===== config.mk =====
export PLATFORM = sky130hd
export DESIGN_NAME = prio_arbiter_rr_flat
export DESIGN_NICKNAME = d
export VERILOG_FILES = /design/src/rtl/prio_arb_pkg.sv /design/src/rtl/prio_arbiter_rr_if.sv /design/src/rtl/prio_find_first.sv /design/src/rtl/prio_arbiter_rr.sv /design/src/flat_wrapper.sv
export SDC_FILE = /design/constraint.sdc
export NUM_CORES = 1
export LEC_CHECK = 0
export BUFFER_PORTS_ARGS = -buffer_cell sky130_fd_sc_hd__buf_2
export CORE_MARGIN = 2
export CORE_UTILIZATION = 51
export DETAILED_ROUTE_END_ITERATION = 10
export HOLD_SLACK_MARGIN = 0.05
export PLACE_DENSITY = 0.78
export SETUP_SLACK_MARGIN = 0.3
export SKIP_LAST_GASP = 1
export SYNTH_ARGS = -nofsm -noshare
export SYNTH_HDL_FRONTEND = slang
export SYNTH_SLANG_ARGS = --single-unit

===== constraint.sdc =====
create_clock -name clk -period 2.9 [get_ports clk]
set_input_delay 0 -clock clk [delete_from_list [all_inputs] [get_ports clk]]
set_output_delay 0 -clock clk [all_outputs]
set_load 0.05 [all_outputs]

===== src/rtl/prio_arb_pkg.sv =====
// prio_arb_pkg
// Shared definitions for the round-robin capable priority arbiter.
//   MODE_FIXED / MODE_RR : encodings of the mode_rr input
//   MAX_N                : widest request vector the arbiter supports
//   onehot_of(idx, n)    : one-hot vector with bit idx set, or zero when
//                          idx is not a legal position for an n-wide vector
package prio_arb_pkg;

  localparam logic MODE_FIXED = 1'b0;
  localparam logic MODE_RR    = 1'b1;

  localparam int MAX_N = 64;

  // Callers truncate the result to their own width with a size cast.
  function automatic logic [MAX_N-1:0] onehot_of(input int unsigned idx,
                                                 input int unsigned n);
    logic [MAX_N-1:0] v;
    v = '0;
    if (idx < n && idx < MAX_N) begin
      v[idx] = 1'b1;
    end
    return v;
  endfunction

endpackage


===== src/rtl/prio_arbiter_rr_if.sv =====
// prio_arbiter_rr_if
// Request/grant bundle between request sources and the arbiter.
//   en      : evaluate enable (0 = arbiter holds all state)
//   mode_rr : 0 = fixed priority, 1 = round-robin
//   hold    : keep the current grant while its request stays asserted
//   req     : request vector, bit i = requester i
//   idx     : binary index of the current winner
//   gnt     : one-hot grant
//   valid   : some request won the last evaluation
// The master modport is the requester side, slave is the arbiter side.
interface prio_arbiter_rr_if #(
  parameter int N = 8
);
  localparam int IW = $clog2(N);

  logic          en;
  logic          mode_rr;
  logic          hold;
  logic [N-1:0]  req;
  logic [IW-1:0] idx;
  logic [N-1:0]  gnt;
  logic          valid;

  modport master (
    output en, mode_rr, hold, req,
    input  idx, gnt, valid
  );

  modport slave (
    input  en, mode_rr, hold, req,
    output idx, gnt, valid
  );

endinterface


===== src/rtl/prio_find_first.sv =====
// prio_find_first
// Combinational rotated lowest-set-bit search.
//   vec   : candidate vector
//   start : first position to consider; the scan wraps from N-1 to 0
//   found : some bit of vec is set
//   pos   : first set position at or after start (wrapping)
// A start of N or more is treated as 0.
module prio_find_first
  import prio_arb_pkg::*;
#(
  parameter  int N  = 8,
  localparam int IW = $clog2(N)
) (
  input  logic [N-1:0]  vec,
  input  logic [IW-1:0] start,
  output logic          found,
  output logic [IW-1:0] pos
);

  logic [2*N-1:0] dbl;
  logic [2*N-1:0] masked;
  int             start_i;

  // The vector is duplicated side by side so a wrapped scan becomes a plain
  // lowest-bit search: bits below start are masked in the lower copy only,
  // and hits in the upper copy map back by subtracting N.
  always_comb begin
    start_i = int'(start);
    if (start_i >= N) begin
      start_i = 0;
    end
    dbl = {vec, vec};
    for (int j = 0; j < 2*N; j++) begin
      masked[j] = dbl[j] && (j >= start_i);
    end
    found = 1'b0;
    pos   = '0;
    for (int j = 0; j < 2*N; j++) begin
      if (!found && masked[j]) begin
        found = 1'b1;
        pos   = (j >= N) ? IW'(j - N) : IW'(j);
      end
    end
  end

endmodule


===== src/rtl/prio_arbiter_rr.sv =====
// prio_arbiter_rr
// Registered N-input priority arbiter with fixed and round-robin modes,
// clock enable and grant hold.
//   clk : rising-edge clock
//   rst : synchronous active-high reset, clears outputs and the pointer
//   bus : slave side of prio_arbiter_rr_if (en, mode_rr, hold, req in;
//         idx, gnt, valid out)
// All outputs come straight from flops; results appear one cycle after the
// inputs are sampled.
module prio_arbiter_rr
  import prio_arb_pkg::*;
#(
  parameter  int N  = 8,
  localparam int IW = $clog2(N)
) (
  input logic               clk,
  input logic               rst,
  prio_arbiter_rr_if.slave  bus
);

  localparam logic [IW-1:0] LAST = IW'(N - 1);

  logic [IW-1:0] idx_q, idx_d;
  logic [IW-1:0] ptr_q, ptr_d;
  logic [N-1:0]  gnt_q, gnt_d;
  logic          valid_q, valid_d;
  logic [IW-1:0] start;
  logic [IW-1:0] pos;
  logic          found;
  logic          locked;

  // Fixed priority is just the rotated search starting at bit 0.
  assign start = (bus.mode_rr == MODE_RR) ? ptr_q : '0;

  prio_find_first #(.N(N)) u_find (
    .vec   (bus.req),
    .start (start),
    .found (found),
    .pos   (pos)
  );

  // The lock only applies while the previously granted line is still
  // requesting; once it drops, arbitration resumes in the same evaluation.
  assign locked = bus.hold && valid_q && bus.req[idx_q];

  // Next-state: everything holds unless enabled and not locked.
  always_comb begin
    idx_d   = idx_q;
    gnt_d   = gnt_q;
    valid_d = valid_q;
    ptr_d   = ptr_q;
    if (bus.en && !locked) begin
      if (!found) begin
        idx_d   = '0;
        gnt_d   = '0;
        valid_d = 1'b0;
      end else begin
        idx_d   = pos;
        gnt_d   = N'(onehot_of(int'(pos), N));
        valid_d = 1'b1;
        if (bus.mode_rr == MODE_RR) begin
          ptr_d = (pos == LAST) ? '0 : pos + IW'(1);
        end
      end
    end
  end

  always_ff @(posedge clk) begin
    if (rst) begin
      idx_q   <= '0;
      gnt_q   <= '0;
      valid_q <= 1'b0;
      ptr_q   <= '0;
    end else begin
      idx_q   <= idx_d;
      gnt_q   <= gnt_d;
      valid_q <= valid_d;
      ptr_q   <= ptr_d;
    end
  end

  assign bus.idx   = idx_q;
  assign bus.gnt   = gnt_q;
  assign bus.valid = valid_q;

endmodule


===== src/flat_wrapper.sv =====
// flat-port wrapper written by rule: the top's interface ports become plain ports
module prio_arbiter_rr_flat import prio_arb_pkg::*;
#(
  parameter  int N  = 8,
  localparam int IW = $clog2(N)
)
  (clk, rst, bus_en, bus_mode_rr, bus_hold, bus_req, bus_idx, bus_gnt, bus_valid);
  prio_arbiter_rr_if #(.N(N)) bus_i ();
  input logic clk;
  input logic rst;
  input wire logic [$bits(bus_i.en)-1:0] bus_en;
  input wire logic [$bits(bus_i.mode_rr)-1:0] bus_mode_rr;
  input wire logic [$bits(bus_i.hold)-1:0] bus_hold;
  input wire logic [$bits(bus_i.req)-1:0] bus_req;
  output wire logic [$bits(bus_i.idx)-1:0] bus_idx;
  output wire logic [$bits(bus_i.gnt)-1:0] bus_gnt;
  output wire logic [$bits(bus_i.valid)-1:0] bus_valid;
  assign bus_i.en = bus_en;
  assign bus_i.mode_rr = bus_mode_rr;
  assign bus_i.hold = bus_hold;
  assign bus_i.req = bus_req;
  assign bus_idx = bus_i.idx;
  assign bus_gnt = bus_i.gnt;
  assign bus_valid = bus_i.valid;
  prio_arbiter_rr #(.N(N)) u_core (.clk(clk), .rst(rst), .bus(bus_i));
endmodule

==> Word-level counts from Yosys, hierarchy flattened <==
Cells that the tools add are included.
{ "totals": {"reg_bits": 15, "output_inout_bits": 12, "elab_cells": 99, "inputBits": 13} }
{ "classes": {"magnitude_cmp": 10, "reduce_logical": 43, "n_mux": 40, "add_sub_neg": 1, "n_eq_ne": 1} }
{ "ops": {"columns": ["cell", "count"], "rows": [
  ["two-way mux 3 bit", 15],
  ["logical AND 1 bit", 26],
  ["two-way mux 1 bit", 20],
  ["zero test 1 bit", 16],
  [">= comparator 3 bit, first input constant", 3],
  ["two-way mux 8 bit", 1],
  ["< comparator 3 x 7 -> 1 bit, second input constant", 1],
  [">= comparator 1 x 3 -> 1 bit, first input constant", 2],
  [">= comparator 2 x 3 -> 1 bit, first input constant", 2],
  ["< comparator 3 x 4 -> 1 bit, second input constant", 1],
  ["two-way mux 2 bit", 2],
  ["adder 3 x 1 -> 3 bit, second input constant", 1],
  ["binary-select mux 1 bit (select 3 bit)", 1],
  ["demux 1 bit (select 3 bit)", 1],
  ["equality test 3 bit, second input constant", 1],
  [">= comparator 3 x 1 -> 1 bit, second input constant", 1],
  ["AND reduction 3 bit", 1]
]} }

==> Longest topological paths before layout <==
Gate-level depths: netlist of the first run.
{ "logic_depth": {"ltp_word": 54, "depth_mapped": 10, "mapped_depth_nobuf": 9} }

==> Hierarchy <==
A second synthesis of the first run with hierarchy kept.
{ "unflattened": {"hier_cells": 130, "area_unflattened_um2": 1148.6} }
{ "modules_own_cells": {"columns": ["module", "area_each_um2", "cells_each", "seq_area_each_um2", "instances"], "rows": [
  ["prio_arbiter_rr", 890.9, 86, 300.3, 1],
  ["prio_find_first", 257.7, 44, 0.0, 1]
]} }

==> Worst setup path after synthesis of the first run <==
OpenSTA, ideal clock, no wires.
{ "synth_path": {"kind": "register to register", "start": "register u_core.idx_q[0] (netlist: u_core.bus.idx[0])", "end": "register u_core.ptr_q[0]", "synth_period_minus_slack_ns": 2.218, "required_ns": 2.829, "t_arrival_ns": 2.147, "path_buffers": 0, "stages_incl_launch_ff": 7, "slack_ns": 0.682, "setup_ns": 0.071, "cell_sequence": "dfxtp_1 -> mux4_1 -> mux2i_1 -> o21a_2 -> o311ai_2 -> or3_1 -> a21oi_1"} }
{ "synth_via": {"elab_chain_len": 6} }
{ "synth_lines": {"columns": ["item", "line_no", "rtl"], "rows": [
  ["start: declaration", "prio_arbiter_rr.sv:23", "logic [IW-1:0] idx_q, idx_d;"],
  ["start signal: assignment", "prio_arbiter_rr.sv:75", "idx_q <= idx_d;"],
  ["binary-select mux 1 bit (select 3 bit)", "prio_arbiter_rr.sv:44", "assign locked = bus.hold && valid_q && bus.req[idx_q];"],
  ["two-way mux 1 bit (not written as such)", "prio_arbiter_rr.sv:44", null],
  ["logical AND 1 bit", "prio_arbiter_rr.sv:44", null],
  ["zero test 1 bit", "prio_arbiter_rr.sv:52", "if (bus.en && !locked) begin"],
  ["logical AND 1 bit", "prio_arbiter_rr.sv:52", null],
  ["AND reduction 3 bit (no source line)", null, null],
  ["end signal: assignment", "prio_arbiter_rr.sv:78", "ptr_q <= ptr_d;"],
  ["end: declaration", "prio_arbiter_rr.sv:24", "logic [IW-1:0] ptr_q, ptr_d;"]
]} }
Every way passes these cells. The select of a mux whose other input is x is not followed.
A chain may end at the register's enable or synchronous reset.

==> Worst setup path in the final report of the first run <==
{ "layout_path": {"start": "register u_core.ptr_q[1]", "end": "register u_core.ptr_q[0]"} }
{ "layout_via": {"elab_chain_len": 51, "elab_cells_between_ends": 80, "classes_between": "add/sub: 1; order compare: 7; eq/ne: 1; mux: 33; reduce/logical: 38"} }
{ "layout_lines": {"columns": ["item", "line_no", "rtl"], "rows": [
  ["two-way mux 3 bit *", "prio_arbiter_rr.sv:33", "assign start = (bus.mode_rr == MODE_RR) ? ptr_q : '0;"],
  [">= comparator 1 x 3 -> 1 bit", "prio_find_first.sv:34", "masked[j] = dbl[j] && (j >= start_i);"],
  ["logical AND 1 bit", "prio_find_first.sv:34", null],
  ["two-way mux 1 bit", "prio_find_first.sv:39", "if (!found && masked[j]) begin"],
  ["zero test 1 bit", "prio_find_first.sv:39", null],
  ["logical AND 1 bit", "prio_find_first.sv:39", null],
  ["two-way mux 1 bit", "prio_find_first.sv:39", null],
  ["zero test 1 bit", "prio_find_first.sv:39", null],
  ["[35 not listed]", null, null],
  ["zero test 1 bit", "prio_find_first.sv:39", null],
  ["logical AND 1 bit", "prio_find_first.sv:39", null],
  ["two-way mux 1 bit", "prio_find_first.sv:39", null],
  ["zero test 1 bit", "prio_find_first.sv:39", null],
  ["logical AND 1 bit", "prio_find_first.sv:39", null],
  ["two-way mux 3 bit", "prio_find_first.sv:39", null],
  ["adder 3 x 1 -> 3 bit or equality test 3 bit (tied branches)", "prio_arbiter_rr.sv:62", "ptr_d = (pos == LAST) ? '0 : pos + IW'(1);"],
  ["two-way mux 3 bit", "prio_arbiter_rr.sv:62", null]
]} }
Mark *: on every way between the ends. The rest lies on a longest branch, timed or not.

==> key figures, run 1 <==
CTS
  • CTS H-tree lvls: 1
  • Worst-Skew Late Latency: roughly 0.28 ns
  • Reg clk slew, reported paths: about 0.090 ns
  • Clock sink total: 15
  • Post-CTS Resized: 0
  • Clk buf depth: 2
  • Num CTS Buffers: 3
  • Setup Fix Bufs, Post-CTS: 0
  • CTS Hold Bufs: 0
  • CTS tree: built
  • CTS root buf: clkbuf_4

Setup path
  • Worst EP arrival: around 2.6 ns
  • Crit path largest cell delay: around 0.49 ns
  • Worst Reg-to-Reg Cells: 9
  • CP max FO: 9
  • CP startpoint kind: flop
  • CP max-delay cell: dfxtp_1
  • R2R Setup Slk: ~0.48 ns
  • Worst endpoint required time: approximately 3.1 ns
  • CP most frequent cell: ha_1
  • Crit path capture type: flop
  • Worst Setup Path Type: flop to flop
  • Critical path cell sequence: nand4_1 -> a21o_1 -> a2bb2oi_1 -> o31ai_4 -> inv_2 -> ha_1 -> ha_1 -> or3_1 -> a21oi_1

Drt
  • DRC: 0
  • WL final: 2230 um
  • Final ANT Viol Nets: 0
  • First-pass DRT Iterations: 4
  • Via Count: about 940
  • Wire per inst: around 14 um
  • Vias per cell: about 6.0
  • Initial DRC count: 24

Placement
  • Input/output buffers: 24
  • DP Area: about 1100 um^2
  • Hpwl dp: 1700 um
  • Placer Congestion: slightly above 0.9

Yosys
  • Asr flop ratio synth: 0%
  • Top-area cell type share of the netlist area: 31.6%
  • Most frequent cell after synthesis: dfxtp_1
  • Register area share after synthesis: 31.6%
  • Yosys top cell by area: dfxtp_1
  • Synth area leaders: dfxtp_1, mux4_1, mux2i_1
  • Synth warnings: 0
  • Post-synth EDFFs: 0
  • Cells after Synth: approximately 110
  • Prevailing post-synth register cell: dfxtp_1
  • Syn avg cell area: about 8.8 um^2
  • Syn_nets: 123
  • Register bit count reported by yosys: 15
  • Synthesized cell area: roughly 950 um^2
  • Post-synth top cells: dfxtp_1, nor2_1, nand2_1
  • Post-synthesis cell type count: 44

Cells and area
  • Number of inserted diodes: 0
  • Nets@finish: 147
  • Final core occ: 63.7%
  • Area Overhead vs Synth: 16.8%
  • Layout cells sized above 1: between 20% and 30%
  • Fin area: about 1100 um^2

Floorplan
  • Die Span X: 47.2 um
  • Initial core utilization: between 50% and 60%
  • # IOs: 25
  • Row count: 15
  • Vert. Die Dim: 47.2 um
  • Die area: approximately 2200 um^2
  • Core Box Area: around 1700 um^2

STA
  • Final Setup Violations: 0
  • TNS Setup: 0 ns
  • Slew Limit Headroom: roughly 69%
  • Clock Skew: 0.00274 ns
  • Worst hold margin: ~0.063 ns
  • Worst slew pin tran: between 0.4 and 0.5 ns
  • Max Slew Vio Count: 0
  • Hold Vio Cnt, Final: 0
  • Period utilization: 83.5%
  • Max Freq: 413 MHz
  • Fin crit period: approximately 2.4 ns
  • Unrepaired setup endpoints after global routing: no

Job
  • Maxcap violations: 0

GRT
  • First-pass GRT wire length: 3460 um
  • Largest net degree at the start of global routing: 17
  • Vias in the first global route: slightly below 800
  • GRT Total Usage: ~22%
  • Initial antenna violation count: 0
  • Grt total ovfl: 0

Power
  • Pwr Density: 428 nW/um^2
  • Leak Pwr: roughly 0.47 nW
  • Power Total: 0.000475 W
  • Maximum VDD drop: 0.213 mV

Hold path
  • Hold WC Path Type: primary input to flop
  • WHS Path Cells: 2

Status
  • Status: completed
## cell usage in the layout (no fill, tap or decap), types with 2 or more instances in the layout
master | netlist | routed
ha_1 | 2 | 2
o32ai_1 | 4 | 4
mux4_1 | 2 | 2
nor3_1 | 2 | 2
nand2_1 | 9 | 9
a32o_1 | 2 | 2
inv_1 | 5 | 5
o21ai_0 | 2 | 2
a21oi_1 | 5 | 5
clkbuf_4 | 0 | 3
o21ai_1 | 2 | 2
nor4_1 | 2 | 2
o31ai_1 | 2 | 2
mux2i_1 | 4 | 4
dfxtp_1 | 15 | 15
nor2b_1 | 3 | 3
or3_1 | 2 | 2
buf_2 | 3 | 24
a22o_1 | 3 | 3
a2bb2oi_1 | 2 | 2
nor2_1 | 10 | 10
nand2b_1 | 4 | 4
## layer usage
| layer | track usage (%) | routed length (um) | vias up |
|---|---|---|---|
| li1 | - | - | 464 |
| met1 | 30.1 | 1030 | 434 |
| met2 | 33.7 | 1040 | 40 |
| met3 | 3.46 | 116 | 4 |
| met4 | 11.7 | 42 | 0 |
| met5 | 0 | 0 | - |
## per-stage QoR
| stage | cells | setup slack, ns |
|---|---|---|
| 6_report | 156 | 0.480 |
| 3_5_place_dp | 152 | 0.440 |
| 4_1_cts | 156 | 0.383 |
| 3_3_place_gp | 152 | 0.554 |
| 2_1_floorplan | 108 | 0.682 |
| 5_1_grt | 156 | 0.310 |
## report_power, final
group,leakage (nW),total [W],internal [W],switching [W]
logic,0.332,0.000128,0.0000454,0.0000825
clock network,0.0150,0.000121,0.0000534,0.0000679
registers,0.122,0.000226,0.000216,0.0000103
## logic make-up (layout without fill, tap and decap cells)
logic type / after synthesis / count (layout) / share of synthesized area (%)
fa+ha+maj: 2 / 2 / 2.63
mux: 6 / 6 / 9.74
flops: 15 / 15 / 31.6
compound gates: 36 / 36 / 30.4
simple gates: 38 / 38 / 20.5
buf+inv: 11 / 34 / 5.13
## worst max-delay path, delay by kind of cell (launching register included)
kind / cells / cell delay (ns)
flops: 1 / 0.49
fa+ha+maj: 2 / 0.38
buf+inv: 1 / 0.09
simple gates: 2 / 0.55
compound gates: 4 / 0.86
## area by class of cell
class,count,area [um^2]
Tap cell,25,31.3
Clock buffer,4,26.3
Timing Repair Buffer,24,120
Multi-Input combinational cell,82,611
Sequential cell,15,300
Fill cell,162,634
Inverter,6,22.5
## flip-flops by register name (all words and copies together) (netlist names)
name              flops
u_core.ptr_q          3
u_core.bus.idx        3
u_core.bus.valid      1
u_core.bus.gnt        8
## final timing paths
check | from | end
worst min-delay path | rst | u_core.ptr_q[1]$_SDFFE_PP0P_
worst max-delay path | u_core.ptr_q[1]$_SDFFE_PP0P_ | u_core.ptr_q[0]$_SDFFE_PP0P_
worst min register to register | u_core.bus.gnt[1]$_SDFFE_PP0P_ | u_core.bus.gnt[1]$_SDFFE_PP0P_
worst max register to register | u_core.ptr_q[1]$_SDFFE_PP0P_ | u_core.ptr_q[0]$_SDFFE_PP0P_
Note: power is estimated with default switching activity, not from simulation.
==> run 2: changes to the inputs <==
- CORE_UTILIZATION: 51 -> 46
- PLACE_DENSITY: 0.78 -> 0.74
- clock period: 2.9 -> 2 ns (I/O delays scaled with it)
==> run 2 against run 1 <==
Effect of this change:
- the flow now finishes with violations (negative setup slack)
- sequential cell count is the same
- clock power grew 40%
- first-iteration DRC count grew 79%
- register-to-register slack lost 0.60 ns
- setup slack lost 0.60 ns
- via count grew 17%
- utilization grew 6.0 points
- maximum frequency grew 14%
- non-clock buffer count grew 23
- power grew 60%
- sequential share of layout area shrank 4.4 points
==> key figures, run 2 (synthesis results as in run 1) <==
Status
  • Status: complete, but fails checks
  • Failing checks: negative setup slack

STA
  • Unrepaired setup endpoints after global routing: yes
  • Hold Vio Cnt, Final: 0 (unchanged)
  • Setup ws final: -0.117 ns (-0.597 ns)
  • Slew Limit Headroom: 77.2% (+8.7 points)
  • Fin crit period: 2.12 ns (-0.303 ns)
  • Max Freq: 472 MHz (+14%)
  • TNS Setup: -0.294 ns (-0.294 ns)
  • Worst slew pin tran: 0.340 ns (-0.128 ns)
  • Clock Skew: 0.00620 ns (+0.00347 ns)
  • Final Setup Violations: 7 (+7)
  • Max Slew Vio Count: 0 (unchanged)
  • Period utilization: 106% (+22 points)

Setup path
  • Critical path cell sequence: nand4_1 -> a21o_1 -> a2bb2oi_2 -> o31ai_4 -> inv_2 -> ha_4 -> ha_4 -> or3_4 -> a21oi_2
  • CP most frequent cell: ha_4
  • Reg2reg end: u_core.ptr_q[0]$_SDFFE_PP0P_
  • Buf/Inv on CP: 1 (unchanged)
  • Worst Reg-to-Reg Cells: 9 (unchanged)
  • Worst EP arrival: 2.34 ns (-0.30 ns)
  • CP startpoint kind: flop
  • CP max FO: 4 (-5)
  • Cell family contributing the most delay on the critical path: compound AO/OA/AOI/OAI gates
  • Crit path capture type: flop
  • Origin of the critical flop-to-flop path: u_core.ptr_q[0]$_SDFFE_PP0P_
  • Worst endpoint required time: 2.22 ns (-0.90 ns)
  • CP max-delay cell: dfxtp_2
  • R2R Setup Slk: -0.12 ns (-0.60 ns)
  • Crit path largest cell delay: 0.36 ns (-0.13 ns)
  • Worst Setup Path Type: flop to flop

Floorplan
  • Row count: 16 (+1)
  • # IOs: 25 (unchanged)
  • Core Box Area: 1960 um^2 (+12%)
  • Vert. Die Dim: 49.5 um (+4.8%)
  • Initial core utilization: 48.5% (-6.0 points)
  • Die Span X: 49.5 um (+4.8%)
  • Die area: 2450 um^2 (+9.9%)

GRT
  • Largest net degree at the start of global routing: 17 (unchanged)
  • GRT Total Usage: 24.7% (+2.6 points)
  • Grt total ovfl: 0 (unchanged)
  • First-pass GRT wire length: 4710 um (+36%)
  • Initial antenna violation count: 0 (unchanged)
  • Vias in the first global route: 1,076 (+36%)

Cells and area
  • Commonest non-fill, non-tap cell in the layout: buf_2
  • Commonest cells after routing, fill and taps aside: buf_2, buf_4, dfxtp_1
  • Fin area: 1370 um^2 (+23%)
  • Layout cells sized above 1: 46.8% (+21 points)
  • Max reg flops: 8 (unchanged)
  • Nets@finish: 170 (+16%)
  • Area Overhead vs Synth: 43.7%
  • Number of inserted diodes: 0 (unchanged)

Drt
  • Final ANT Viol Nets: 0 (unchanged)
  • Vias per cell: 6.07 (+0.55%)
  • Via Count: 1,099 (+17%)
  • WL final: 2870 um (+29%)
  • DRC: 0 (unchanged)
  • Initial DRC count: 43 (+79%)
  • First-pass DRT Iterations: 4 (unchanged)
  • Wire per inst: 15.9 um (+11%)

Power
  • Pwr Density: 555 nW/um^2 (+30%)
  • Logic pwr share: 34.8% (+7.9 points)
  • Sw frac: 33.4% (-0.40 points)
  • Maximum VDD drop: 0.383 mV (+79%)
  • Clk network pwr share: 22.4% (-3.1 points)
  • Switching power: 0.000254 W (+58%)
  • Pint: 0.000505 W (+61%)
  • Leak Pwr: 0.587 nW (+25%)
  • Sequential share of power: 42.8% (-4.7 points)

CTS
  • CTS H-tree lvls: 1 (unchanged)
  • Worst-Skew Late Latency: 0.28 ns (about the same)
  • Clock sink total: 15 (unchanged)
  • Clk buf depth: 2 (unchanged)
  • CTS tree: built
  • CTS root buf: clkbuf_4
  • Reg clk slew, reported paths: 0.09 ns (about the same)
  • Num CTS Buffers: 3 (unchanged)

Hold path
  • Hold path endpoint: u_core.bus.valid$_SDFFE_PP0P_
  • WHS Path Cells: 3 (+1)
  • Hold path startpoint: bus_req[7]
  • Hold WC Path Type: primary input to flop

Placement
  • Hpwl dp: 1820 um (+7.0%)
  • Placer Congestion: 0.919 (+1.6%)
  • Input/output buffers: 24 (unchanged)
  • DP Area: 1210 um^2 (+12%)

Job
  • Maxcap violations: 0 (unchanged)
[run 2: routing by layer]
metal	global-route usage, %	wire length (um)	share of wire [%]	up-vias
met5	0	0	0	-
met4	4.63	10	0.35	0
met3	6.67	204	7.1	2
met2	43.7	1500	52	63
met1	30.3	1160	40	523
li1	-	-	-	511
[run 2: final cells by class]
| cell class | count | area [um^2] |
|---|---|---|
| multi-input combinational | 82 | 668 |
| clock buffer | 4 | 26.3 |
| sequential | 15 | 309 |
| tap | 27 | 33.8 |
| fill | 159 | 596 |
| inverter | 6 | 22.5 |
| timing repair buffer | 47 | 307 |
[run 2: worst max path at each step]
stage	slack (ns)	end	start	cells past startpoint
2_1_floorplan	-0.11	u_core.ptr_q[0]$_SDFFE_PP0P_	u_core.ptr_q[2]$_SDFFE_PP0P_	10
6_report	-0.12	u_core.ptr_q[0]$_SDFFE_PP0P_	u_core.ptr_q[0]$_SDFFE_PP0P_	9
4_1_cts	-0.03	u_core.ptr_q[0]$_SDFFE_PP0P_	u_core.ptr_q[0]$_SDFFE_PP0P_	9
3_3_place_gp	-0.009	u_core.ptr_q[0]$_SDFFE_PP0P_	u_core.ptr_q[0]$_SDFFE_PP0P_	9
5_1_grt	-0.19	u_core.ptr_q[0]$_SDFFE_PP0P_	u_core.ptr_q[2]$_SDFFE_PP0P_	9
3_5_place_dp	-0.09	u_core.ptr_q[0]$_SDFFE_PP0P_	u_core.ptr_q[0]$_SDFFE_PP0P_	9
[run 2: worst min-delay path: cells and delay by family]
family          cells  cell delay [ns]
compound gates      2             0.24
buf+inv             1             0.14
[run 2: metrics by stage]
step	std cells	utilization (%)	hold WS, ns	total power [W]	worst slack, ns
final	181	69.6	0.134	0.000759	-0.117
after global routing	181	69.6	0.152	0.000804	-0.189
after CTS	177	67.2	0.112	0.000739	-0.0325
after detailed placement	167	61.5	0.339	0.000549	-0.0905
after global placement	167	61.5	0.323	0.000544	-0.00888
after floorplan	108	-	0.118	0.000477	-0.108
[run 2: timing repair]
action,4_1_cts,5_1_grt
pin swaps,13,6
endpoints found under the setup margin,13,14
setup buffers,5,4
hold endpoints to repair,1,0
hold buffers,1,0
gates resized for setup,6,5
[run 2: power by group through the flow]
stage	registers (W)	clock network, W	logic, W
after global placement	0.000330	0	0.000214
after detailed placement	0.000332	0	0.000217
after CTS	0.000325	0.000175	0.000239
after floorplan	0.000366	0	0.000111
final	0.000325	0.000170	0.000264
after global routing	0.000327	0.000193	0.000284
==> run 3: changes to the inputs <==
- CORE_MARGIN: 2 -> not set
- GPL_TIMING_DRIVEN: not set -> 0
- SKIP_LAST_GASP: 1 -> not set
==> run 3 against run 2 <==
Effect of this change:
- the run still ends with negative setup slack left
- critical path depth rose by 1
- utilization rose by 1.2 points
- setup slack improved by 0.024 ns
- combinational power is essentially flat
- die area down 7.9%
- cell area up 1.7%
- sequential cell count unchanged
- sequential share of layout area fell by 0.39 points
- clock-buffer cell count is the same
- clock power rose by 4%
- critical path type unchanged
- critical endpoint unchanged
==> key figures, run 3 (synthesis results as in run 1) <==
Status
  • Status: complete, but fails checks
  • Failing checks: negative setup slack

Power
  • Sw frac: 34.0% (+0.53 points)
  • Sequential share of power: 42.6% (-0.2 points)
  • Pint: 0.000504 W (-0.14%)
  • Maximum VDD drop: 0.497 mV (+30%)
  • Logic pwr share: 34.4% (-0.4 points)
  • Power Total: 0.000764 W (+0.67%)
  • Leak Pwr: 0.567 nW (-3.4%)
  • Switching power: 0.000259 W (+2.3%)
  • Pwr Density: 549 nW/um^2 (-1.1%)
  • Clk network pwr share: 23.0% (+0.6 points)

Setup path
  • Crit path largest cell delay: 0.36 ns (about the same)
  • CP most frequent cell: ha_4
  • Worst EP arrival: 2.31 ns (-0.03 ns)
  • CP max FO: 7 (+3)
  • Critical path cell sequence: buf_6 -> nand4_1 -> a21o_1 -> a2bb2oi_2 -> o31ai_4 -> inv_2 -> ha_4 -> ha_4 -> or3_4 -> a21oi_2
  • CP startpoint kind: flop
  • Crit path capture type: flop
  • CP max-delay cell: or3_4
  • Buf/Inv on CP: 2 (+1)
  • Worst Reg-to-Reg Cells: 10 (+1)
  • Origin of the critical flop-to-flop path: u_core.ptr_q[2]$_SDFFE_PP0P_
  • R2R Setup Slk: -0.09 ns (+0.02 ns)
  • Cell family contributing the most delay on the critical path: compound AO/OA/AOI/OAI gates
  • Worst Setup Path Type: flop to flop
  • Worst path depth: 10 (+1)
  • Reg2reg end: u_core.ptr_q[0]$_SDFFE_PP0P_
  • Worst endpoint required time: 2.22 ns (about the same)

Drt
  • Via Count: 1,035 (-5.8%)
  • Vias per cell: 5.85 (-3.7%)
  • Max Used Layer: met4
  • Wire per inst: 14.7 um (-7.5%)
  • Final ANT Viol Nets: 0 (unchanged)
  • DR WL met2: 1290 um (-14%)
  • DRC: 0 (unchanged)
  • Met3 routed WL: 164 um (-20%)
  • Met1 wire length: 1130 um (-2.9%)
  • First-pass DRT Iterations: 4 (unchanged)
  • Initial DRC count: 26 (-40%)
  • WL final: 2600 um (-9.5%)

CTS
  • Worst-Skew Late Latency: 0.29 ns (about the same)
  • Num CTS Buffers: 3 (unchanged)
  • CTS H-tree lvls: 1 (unchanged)
  • Reg clk slew, reported paths: 0.09 ns (about the same)
  • CTS tree: built
  • Clk buf depth: 2 (unchanged)
  • CTS root buf: clkbuf_4
  • Clock sink total: 15 (unchanged)

Cells and area
  • Commonest cells after routing, fill and taps aside: buf_2, buf_4, dfxtp_1
  • Number of inserted diodes: 0 (unchanged)
  • Final cell count without fillers: 177 (-2.2%)
  • Final core occ: 70.9% (+1.2 points)
  • Max reg flops: 8 (unchanged)
  • Area Overhead vs Synth: 46.2%
  • Layout cells sized above 1: 48.0% (+1.2 points)
  • Commonest non-fill, non-tap cell in the layout: buf_2
  • Nets@finish: 166 (-2.4%)

GRT
  • First-pass GRT wire length: 4040 um (-14%)
  • Vias in the first global route: 879 (-18%)
  • Grt total ovfl: 0 (unchanged)
  • GRT Total Usage: 25.4% (+0.65 points)
  • Initial antenna violation count: 0 (unchanged)
  • Largest net degree at the start of global routing: 11 (-6)

Floorplan
  • Die Span X: 47.5 um (-4.0%)
  • Row count: 16 (unchanged)
  • Vert. Die Dim: 47.5 um (-4.0%)
  • # IOs: 25 (unchanged)
  • Die area: 2250 um^2 (-7.9%)
  • Initial core utilization: 48.5% (unchanged)
  • Core Box Area: 1960 um^2 (unchanged)

STA
  • Max Slew Vio Count: 0 (unchanged)
  • Period utilization: 105% (-1.2 points)
  • Unrepaired setup endpoints after global routing: yes
  • Fin crit period: 2.09 ns (-0.0236 ns)
  • Worst slew pin tran: 0.484 ns (+0.144 ns)
  • Final Setup Violations: 2 (-5)
  • Max Freq: 478 MHz (+1.1%)
  • Slew Limit Headroom: 67.8% (-9.4 points)
  • Worst hold margin: 0.135 ns (+0.00107 ns)
  • Setup ws final: -0.0936 ns (+0.0236 ns)
  • Clock Skew: 0.00476 ns (-0.00145 ns)
  • Hold Vio Cnt, Final: 0 (unchanged)

Placement
  • Input/output buffers: 24 (unchanged)
  • Hpwl dp: 1670 um (-8.3%)
  • Setup WS pre-CTS: -0.341 ns (-0.251 ns)
  • Placer Congestion: 0.879 (-4.4%)
  • Inst Count DP: 159 (-4.8%)

Hold path
  • WHS Path Cells: 3 (unchanged)
  • Hold path endpoint: u_core.bus.valid$_SDFFE_PP0P_
  • Hold WC Path Type: primary input to flop
  • Hold path startpoint: bus_req[7]

Job
  • Maxcap violations: 0 (unchanged)
-- run 3: changes by cell type in the layout (fill, tap and decap cells not counted), moves of 2 or more --
cell	delta
nand2b_4	+2
o32ai_2	+2
o32ai_1	-2
buf_4	-9
buf_6	+3
nand2b_1	-2
-- run 3: power by group through the flow --
stage / clock network [W] / logic, W / registers, W
after floorplan: 0 / 0.000111 / 0.000366
after global placement: 0 / 0.000197 / 0.000331
after detailed placement: 0 / 0.000201 / 0.000332
after CTS: 0.000178 / 0.000246 / 0.000325
after global routing: 0.000192 / 0.000282 / 0.000328
final: 0.000176 / 0.000263 / 0.000326
-- run 3: area by class of cell --
type	instances	area, um^2
multi-input combinational	82	717
inverter	6	22.5
buffer	5	42.5
sequential	15	309
tap	27	33.8
timing repair buffer	38	239
clock buffer	4	26.3
fill	149	572
-- run 3: timing repair --
item                                    in CTS  in global routing
gates resized for setup                     11                  7
buffers inserted                            11                  2
hold buffers                                 1                  0
pin swaps                                    7                  5
endpoints found under the setup margin      14                 15
endpoints found under the hold margin        1                  0
-- run 3: worst max path at each step --
| stage | start | end |
|---|---|---|
| floorplan | u_core.ptr_q[2]$_SDFFE_PP0P_ | u_core.ptr_q[0]$_SDFFE_PP0P_ |
| global placement | u_core.ptr_q[0]$_SDFFE_PP0P_ | u_core.ptr_q[0]$_SDFFE_PP0P_ |
| detailed placement | u_core.ptr_q[0]$_SDFFE_PP0P_ | u_core.ptr_q[0]$_SDFFE_PP0P_ |
| CTS | u_core.ptr_q[2]$_SDFFE_PP0P_ | u_core.ptr_q[0]$_SDFFE_PP0P_ |
| global route | u_core.ptr_q[2]$_SDFFE_PP0P_ | u_core.ptr_q[0]$_SDFFE_PP0P_ |
| finish | u_core.ptr_q[2]$_SDFFE_PP0P_ | u_core.ptr_q[0]$_SDFFE_PP0P_ |
-- run 3: routing by layer --
metal	vias to the layer above	track usage, %
met3	4	7.17
met5	-	0
met2	42	40.3
met4	0	4.57
li1	501	-
met1	488	34.8
-- run 3: tightest hold or removal path, cell delays in order --
cell	delay [ns]
buf_2	0.16
o31ai_4	0.11
a21oi_1	0.12
-- run 3: per-stage QoR --
stage	TNS, ns	cell area, um^2
4_1_cts	-0.0919	1340
3_5_place_dp	-0.668	1150
2_1_floorplan	-0.108	998
6_report	-0.187	1390
5_1_grt	-0.820	1390
3_3_place_gp	-0.570	1150
